===== src/rtl/load_store_unit.sv =====
`default_nettype none
// ============================================================================
// Module   : load_store_unit
// Purpose  : Memory-access stage for a big-endian, word-only data memory.
//            Sub-word loads are extracted and extended; SB/SH use read-modify-write.
// Revision : 1.0
// ============================================================================
module load_store_unit #(
    parameter logic [31:0] BASE_ADDR = 32'h8002_0000,
    parameter int unsigned MEM_BYTES = 32'd1048576
) (
    input  logic        clock,
    input  logic        reset_n,
    input  logic        req_valid,
    output logic        req_ready,
    input  logic        req_store,
    input  logic [2:0]  req_op,
    input  logic [31:0] req_addr,
    input  logic [31:0] req_wdata,
    input  logic [4:0]  req_rd,
    output logic [31:0] mem_address,
    output logic [31:0] mem_data_in,
    output logic [1:0]  mem_access_size,
    output logic        mem_rw,
    output logic        mem_enable,
    input  logic [31:0] mem_data_out,
    output logic        done,
    output logic        wb_valid,
    output logic [31:0] wb_data,
    output logic [4:0]  wb_rd,
    output logic        fault
);

    localparam logic [2:0]  c_op_b    = 3'b000;
    localparam logic [2:0]  c_op_h    = 3'b001;
    localparam logic [2:0]  c_op_w    = 3'b011;
    localparam logic [2:0]  c_op_bu   = 3'b100;
    localparam logic [2:0]  c_op_hu   = 3'b101;
    localparam logic [32:0] c_addr_lo = {1'b0, BASE_ADDR};
    localparam logic [32:0] c_addr_hi = {1'b0, BASE_ADDR} + 33'(MEM_BYTES);

    typedef enum logic [2:0] {
        ST_IDLE = 3'd0,
        ST_RD   = 3'd1,
        ST_CAP  = 3'd2,
        ST_WR   = 3'd3,
        ST_FIN  = 3'd4
    } state_t;

    state_t      r_state;
    logic        r_store;
    logic [2:0]  r_op;
    logic [31:0] r_addr;
    logic [31:0] r_wdata;
    logic [4:0]  r_rd;
    logic        r_fault;

    logic        w_accept;
    logic        w_fault;
    logic [31:0] w_load_data;
    logic [31:0] w_merge_data;

    function automatic logic f_is_fault(input logic st, input logic [2:0] op,
                                        input logic [31:0] a);
        logic bad;
        bad = ({1'b0, a} < c_addr_lo) || ({1'b0, a} >= c_addr_hi);
        case (op)
            c_op_b:  bad = bad;
            c_op_bu: bad = bad | st;
            c_op_h:  bad = bad | a[0];
            c_op_hu: bad = bad | st | a[0];
            c_op_w:  bad = bad | (a[1:0] != 2'b00);
            default: bad = 1'b1;
        endcase
        return bad;
    endfunction

    function automatic logic [31:0] f_extract(input logic [2:0] op, input logic [1:0] off,
                                              input logic [31:0] word);
        logic [7:0]  lane_b;
        logic [15:0] lane_h;
        logic [31:0] res;
        case (off)
            2'd0:    lane_b = word[31:24];
            2'd1:    lane_b = word[23:16];
            2'd2:    lane_b = word[15:8];
            default: lane_b = word[7:0];
        endcase
        lane_h = off[1] ? word[15:0] : word[31:16];
        case (op)
            c_op_b:  res = {{24{lane_b[7]}}, lane_b};
            c_op_bu: res = {24'h0, lane_b};
            c_op_h:  res = {{16{lane_h[15]}}, lane_h};
            c_op_hu: res = {16'h0, lane_h};
            default: res = word;
        endcase
        return res;
    endfunction

    // Replace only the addressed lane of the word read back during CAP.
    function automatic logic [31:0] f_merge(input logic [2:0] op, input logic [1:0] off,
                                            input logic [31:0] word, input logic [31:0] wd);
        logic [31:0] res;
        res = word;
        if (op == c_op_h) begin
            if (off[1]) res[15:0]  = wd[15:0];
            else        res[31:16] = wd[15:0];
        end else begin
            case (off)
                2'd0:    res[31:24] = wd[7:0];
                2'd1:    res[23:16] = wd[7:0];
                2'd2:    res[15:8]  = wd[7:0];
                default: res[7:0]   = wd[7:0];
            endcase
        end
        return res;
    endfunction

    assign req_ready    = (r_state == ST_IDLE);
    assign w_accept     = req_valid & req_ready;
    assign w_fault      = f_is_fault(req_store, req_op, req_addr);
    assign w_load_data  = f_extract(r_op, r_addr[1:0], mem_data_out);
    assign w_merge_data = f_merge(r_op, r_addr[1:0], mem_data_out, r_wdata);

    always_comb begin
        mem_address     = {r_addr[31:2], 2'b00};
        mem_access_size = 2'b00;
        mem_enable      = (r_state == ST_RD) || (r_state == ST_WR);
        mem_rw          = (r_state != ST_WR);
        mem_data_in     = (r_op == c_op_w) ? r_wdata : w_merge_data;
    end

    always_ff @(posedge clock or negedge reset_n) begin
        if (!reset_n) begin
            r_state  <= ST_IDLE;
            r_store  <= 1'b0;
            r_op     <= 3'b000;
            r_addr   <= 32'h0;
            r_wdata  <= 32'h0;
            r_rd     <= 5'd0;
            r_fault  <= 1'b0;
            done     <= 1'b0;
            wb_valid <= 1'b0;
            fault    <= 1'b0;
            wb_data  <= 32'h0;
            wb_rd    <= 5'd0;
        end else begin
            done     <= 1'b0;
            wb_valid <= 1'b0;
            fault    <= 1'b0;
            case (r_state)
                ST_IDLE: begin
                    if (w_accept) begin
                        r_store <= req_store;
                        r_op    <= req_op;
                        r_addr  <= req_addr;
                        r_wdata <= req_wdata;
                        r_rd    <= req_rd;
                        r_fault <= w_fault;
                        if (w_fault)                           r_state <= ST_FIN;
                        else if (req_store && req_op == c_op_w) r_state <= ST_WR;
                        else                                   r_state <= ST_RD;
                    end
                end
                ST_RD: r_state <= ST_CAP;
                ST_CAP: begin
                    if (r_store) begin
                        r_state <= ST_WR;
                    end else begin
                        wb_data  <= w_load_data;
                        wb_rd    <= r_rd;
                        wb_valid <= 1'b1;
                        done     <= 1'b1;
                        r_state  <= ST_IDLE;
                    end
                end
                ST_WR: r_state <= ST_FIN;
                ST_FIN: begin
                    done    <= 1'b1;
                    fault   <= r_fault;
                    r_state <= ST_IDLE;
                end
                default: r_state <= ST_IDLE;
            endcase
        end
    end

endmodule
`default_nettype wire


===== config.mk =====
export PLATFORM = sky130hd
export DESIGN_NAME = load_store_unit
export DESIGN_NICKNAME = d
export VERILOG_FILES = /design/src/rtl/load_store_unit.sv
export SDC_FILE = /design/constraint.sdc
export NUM_CORES = 1
export LEC_CHECK = 0
export ABC_AREA = 1
export BUFFER_PORTS_ARGS = -buffer_cell sky130_fd_sc_hd__buf_4
export CORE_ASPECT_RATIO = 0.9
export CORE_UTILIZATION = 40
export DETAILED_ROUTE_END_ITERATION = 7
export GPL_TIMING_DRIVEN = 0
export HOLD_SLACK_MARGIN = 0.05
export PLACE_DENSITY_LB_ADDON = 0.08
export SLEW_MARGIN = 10
export SYNTH_ARGS = -nofsm -noshare
export SYNTH_HDL_FRONTEND = slang
export SYNTH_SLANG_ARGS = --single-unit

===== constraint.sdc =====
create_clock -name clock -period 1.53 [get_ports clock]
set_input_delay 0.2295 -clock clock [delete_from_list [all_inputs] [get_ports clock]]
set_output_delay 0.2295 -clock clock [all_outputs]
set_load 0.02 [all_outputs]

## Yosys cells after proc, flatten, opt, wreduce, memory -nomap -nowiden

Index checks and enable logic that the tools add are counted.

| storage, ports and cells | value |
|---|---|
| bits in registers | 117 |
| latch bits | 0 |
| input bits | 108 |
| ROM bits | 0 |
| logic and storage cells | 68 |
| memories kept | 0 |
| output and inout port bits | 109 |
| memory bits (writable) | 0 |

| cells by class | value |
|---|---|
| multipliers | 0 |
| shifts and indexed selects | 0 |
| reduce and logical (&&, ||, !) cells | 11 |
| divide/modulo/power cells | 0 |
| bitwise gates (word level) | 6 |
| order comparisons | 2 |
| eq/ne operators | 16 |
| multiplexer cells | 21 |
| $add $sub $neg | 0 |

Operators with widths:

| kind | number |
|---|---|
| one-hot mux 32 bit (4 select lines) | 1 |
| 2-to-1 mux 32 bit | 2 |
| 2-to-1 mux 16 bit | 3 |
| greater-or-equal comparator 32 bit (second input constant) | 1 |
| less-than comparator 32 bit (second input constant) | 1 |
| 2-to-1 mux 8 bit | 4 |
| one-hot mux 8 bit (3 select lines) | 1 |
| == test 3 bit (second input constant) | 5 |
| == test 3 x 2 -> 1 bit (second input constant) | 4 |
| one-hot mux 3 bit (4 select lines) | 1 |
| == test 3 x 1 -> 1 bit (second input constant) | 3 |
| zero test 3 bit | 3 |
| 2-to-1 mux 3 bit | 2 |
| one-hot mux 1 bit (5 select lines) | 1 |
| 2-to-1 mux 2 bit | 2 |
| OR 1 bit | 4 |
| AND reduction 2 bit | 2 |
| 2-to-1 mux 1 bit | 3 |
| inequality test 3 x 2 -> 1 bit (second input constant) | 1 |
| OR reduction 3 bit | 1 |
| == test 2 x 1 -> 1 bit (second input constant) | 1 |
| == test 2 bit (second input constant) | 1 |
| zero test 2 bit | 1 |
| logical OR 1 bit | 2 |
| 6 further kinds | 6 |

## Depth between registers and ports, before layout

| depth | value |
|---|---|
| depth in word-level cells | 8 |
| mapped depth | 9 |
| gate-level depth less buffers | 8 |

## Least setup slack after synthesis

Ideal clock, no wire load.

| path | value |
|---|---|
| kind | register to output |
| start point | register r_addr[1] |
| end point | output port mem_data_in[27] |
| buffers on the path | 2 |
| arrival time | 1551 ps |
| cell stages (with the launch flop) | 8 |
| path slack | -250 ps |
| required time | 1300 ps |
| path through | dfrtp_1 -> buf_4 -> nor2_4 -> inv_1 -> clkbuf_1 -> a21oi_1 -> o21ai_0 -> a31oi_1 |

| between the ends | value |
|---|---|
| cells in the longest elaborated chain, start to end | 4 |
| elaborated cells between the ends (all ways) | 5 |
| those cells by class | mux: 4; reduce/logical: 1 |

RTL lines:

| what | RTL line | source |
|---|---|---|
| start: declaration | 53 | `logic [31:0] r_addr;` |
| start signal: assignment | 156 | `r_addr <= req_addr;` |
| zero test 2 bit | 109 | `case (off)` |
| 2-to-1 mux 8 bit | 109 |  |
| 2-to-1 mux 32 bit (*) | 105 | `if (op == c_op_h) begin` |
| 2-to-1 mux 32 bit (*) | 130 | `mem_data_in = (r_op == c_op_w) ? r_wdata : w_merge_data;` |
| end: declaration | 22 | `output logic [31:0] mem_data_in,` |

Every way passes the cells marked *; elsewhere a longest branch is shown, timed or not.

## Final worst setup path

| path | value |
|---|---|
| start point | register r_op[1] |
| end point | output port mem_data_in[31] |

| between the ends | value |
|---|---|
| cells in the longest elaborated chain, start to end | 3 |
| elaborated cells between the ends (all ways) | 4 |
| those cells by class | eq/ne: 2; mux: 2 |

RTL lines:

| what | RTL line | source |
|---|---|---|
| start: declaration | 52 | `logic [2:0] r_op;` |
| start signal: assignment | 155 | `r_op <= req_op;` |
| == test 3 x 1 -> 1 bit | 105 |  |
| 2-to-1 mux 32 bit | 105 |  |
| 2-to-1 mux 32 bit (*) | 130 |  |

Marks and branches as above.

==> parameters.txt <==
Parameter                              Value

Worst setup path
  Crit Reg-Reg Endpoint ... wb_data[29]
  Crit Path Class ... flip-flop to output pin
  Kind of end point of the critical path ... output pin
  FF-to-FF path depth ... 9
  Highest fanout seen on the critical path ... 6
  CP arrival ... approximately 1.9 ns
  Launching point of the worst reg2reg path ... r_op[0]
  Start point of the critical path ... r_op[1]
  Worst Path Required ... about 1.3 ns
  Termination of the worst setup path ... mem_data_in[31]
  R2R Setup Slk ... -0.23 ns
  Worst Setup Start Kind ... flip-flop

GRT
  GRT overflow ... 0
  Maximum number of pins on one net before global-route repair ... 78
  Vias in the first global route ... approximately 6400
  Overall global routing resource usage ... 0.270
  Wire length of the first global-routing pass ... 33300 microns
  Antenna violations before repair ... 0

Layout
  Share of cells above drive strength 1 ... 0.396
  Flip-flop and latch area ... 2940 sq um
  Number of cells in the finished layout apart from fillers ... approximately 1400
  Antenna Cells ... 0
  Fillcell total ... 1340
  Count of nets after finishing ... about 1300
  Multi-input combinational cell area ... 3050 sq um
  Synth-to-layout area growth ... 63.1%
  Cell area after layout ... just over 10000 sq um

Floorplan
  Die width ... around 130 microns
  Die boundary height ... ~120 microns
  Top-level port count ... roughly 220
  Core region area ... 15400 sq um
  Die ar. ... ~16000 sq um
  Site Rows ... 43
  Starting density of the core ... 0.410

CTS
  Clock latency at the later pin of the worst-skew pair ... approximately 0.42 ns
  Cts bufs inserted ... 17
  Buffer levels on the longest clock path ... 2
  Root Driver ... clkbuf_16
  Clock sinks ... between 100 and 150
  Clock tree from TritonCTS ... yes
  H-Tree Level Count ... 4
  Clock Pin Slew Worst Setup and Hold Paths ... around 0.05 ns

Logic synthesis
  Proportion of register bits with asynchronous set or reset after synthesis ... 1.00
  Post-Syn Area per Cell ... between 7 and 8 sq um
  Most common cell in the netlist ... nand2_1
  Synth top cells by count ... nand2_1, dfrtp_1, o21ai_0, inv_1, buf_4
  Biggest area contributors in the synthesized netlist ... dfrtp_1, nand2_1, o21ai_0, buf_4, inv_1
  Synthesized instance count ... 835
  Summed instance area of the synthesized netlist ... approximately 6300 sq um
  Synthesis warning total ... 0
  Number of flip-flops and latches in the synthesized netlist ... ~120
  Share of Yosys cell area claimed by the top area cell type ... 0.463
  Primary flip-flop cell chosen by synthesis mapping ... dfrtp_1
  Cell taking the most area after synthesis ... dfrtp_1
  Part of the Yosys area used for sequential elements ... 0.463
  Yosys cell types ... 39
  Count of flip-flops with a built-in enable after synthesis ... 0

Placed design
  HPWL after detailed placement ... between 15000 and 20000 microns
  # placed instances ... 1253
  Final GP Congestion ... 0.853
  IO Port Bufs ... approximately 210
  Placed instance area ... ~8400 sq um

Worst hold path
  Hold WC Path Type ... primary input to flip-flop

Detailed routing
  Average wire per cell in the routed design ... around 16 microns
  Antenna-violating nets left ... 0
  Vias per Instance ... just under 5
  Routed via count ... between 6000 and 7000
  TritonRoute pass-1 iters ... 5
  Detailed Route Iter0 Violations ... approximately 460
  Residual DRC ... 0
  Final WL ... ~21000 microns

Timing
  Unrepaired setup endpoints after global routing ... yes
  Final setup violation count ... 57
  Final clock period utilization by the worst path ... 1.41
  Total count of hold-check failures in the final report ... 0
  Highest Clock Rate ... between 400 and 500 MHz
  Worst-case setup margin in the final layout ... -0.626 ns
  Fin Clk Skew ... roughly 0.0054 ns
  Count of final max-slew check failures ... 0
  Measured slew at the worst slew-check pin ... 0.530 ns
  Post-layout min period ... 2.16 ns
  Worst rel slew slack ... 0.647

Power and ir drop
  Net switching fraction of the power ... 0.418
  Sequential group share of total power ... 0.234
  Logic gate share of total power ... 0.579
  Power density of the placed cells ... 2050 nW/um^2
  Largest voltage drop on the vdd net ... around 1.4 mV
  Psw ... slightly below 9 mW
  Lkg Pwr ... about 5.4 nW
  P_int ... between 10 and 15 mW
  Portion of total power attributed to the clock network ... 0.187

Run status
  Run status ... finished with violations
  Violated checks ... negative setup slack

Run
  Number of max-cap violations ... 0
## repair_timing
item                       CTS  global route
hold buffers                57             0
resized for setup           83            86
setup endpoints to repair  135           113
gates cloned                 4             1
pin swaps                   19            15
hold endpoints to repair    96             0
setup buffers               26             7
## logic make-up (layout without fill, tap and decap cells)
family | after synthesis | after routing | share of synthesized area
buf+inv | 149 | 488 | 0.121
compound gates | 159 | 159 | 0.149
other cells | 1 | 4 | 0.000593
flops | 117 | 117 | 0.463
simple gates | 409 | 410 | 0.267
## power groups by stage
| stage | clock network [mW] | logic (mW) | registers (mW) |
|---|---|---|---|
| floorplan | 0 | 6.31 | 4.84 |
| global placement | 0 | 9.71 | 4.92 |
| detailed placement | 0 | 9.78 | 4.93 |
| CTS | 4.01 | 11.3 | 4.91 |
| global route | 4.16 | 13.1 | 5.06 |
| finish | 3.96 | 12.3 | 4.95 |
## cell usage in the layout, fill, tap and decap left out, types with 3 or more instances in the layout
cell and n:
nand3_4 3, inv_1 61, nor2_1 20, o21ai_0 47
inv_2 10, dfrtp_1 111, dlygate4sd3_1 57, dfrtp_2 6
buf_12 5, o211ai_1 4, nand3_1 27, o21bai_1 7
clkbuf_1 5, nand2_1 302, buf_4 262, clkinv_2 7
buf_6 33, clkbuf_16 18, a21oi_2 13, inv_4 3
nor2_2 5, a21oi_1 23, o21ai_1 31, nand2_2 7
or2_2 16, a31oi_2 3, a41oi_4 4, nand2_4 5
nor2_4 15, buf_2 13, o22ai_1 5, o21ai_2 7
conb_1 4, nand3_2 5, bufinv_16 3
## metal layers
metal	routed length (microns)	vias up	share of wire	track usage
met5	0	-	0	0
met4	347	0	0.016	0.0822
met3	1600	29	0.075	0.0718
met2	9780	246	0.46	0.414
met1	9740	3072	0.45	0.373
li1	-	3296	-	-
## metrics by stage
step	hold WS [ns]	total power [mW]	setup slack, ns	TNS [ns]	utilization
floorplan	-0.0661	11.1	-0.0836	-0.812	-
global placement	0.426	14.6	-0.342	-30.54	0.540
detailed placement	0.164	14.7	-0.351	-18.62	0.542
CTS	0.0782	20.3	-0.569	-17.48	0.648
global route	0.107	22.3	-0.688	-26.63	0.668
finish	0.0860	21.2	-0.626	-22.35	0.668
## registers in the layout, summed over array words and instances (netlist names), 3 cells and up
register and flops:
r_op 3, r_rd 5, r_state 3, r_wdata 32
wb_rd 5, wb_data 32, r_addr 32
## how the worst min path moves through the flow
| stage | depth (start not counted) | slack [ns] | end | start |
|---|---|---|---|---|
| floorplan | 0 | -0.07 | done | reset_n |
| global placement | 3 | 0.43 | r_addr[13] | req_addr[13] |
| detailed placement | 1 | 0.16 | done | reset_n |
| CTS | 3 | 0.08 | r_addr[25] | req_addr[25] |
| global route | 3 | 0.11 | r_state[0] | req_valid |
| finish | 3 | 0.09 | r_addr[27] | req_addr[27] |
## critical path, cell delays in order, from the launching register on
cell and delay (ns):
dfrtp_1 0.39, inv_2 0.09, buf_6 0.11, nand3_4 0.14, nor2_4 0.25, nand2_1 0.13, a41oi_4 0.21, buf_4 0.18
## area by class of cell
| class | instances | share of cell area |
|---|---|---|
| Tap cell | 202 | 0.0245 |
| Sequential cell | 117 | 0.285 |
| Clock buffer | 21 | 0.0437 |
| Buffer | 74 | 0.0570 |
| Timing Repair Buffer | 307 | 0.253 |
| Multi-Input combinational cell | 573 | 0.296 |
| Inverter | 75 | 0.0284 |
| Clock inverter | 11 | 0.0129 |
Note: power is estimated with default switching activity, not from simulation.
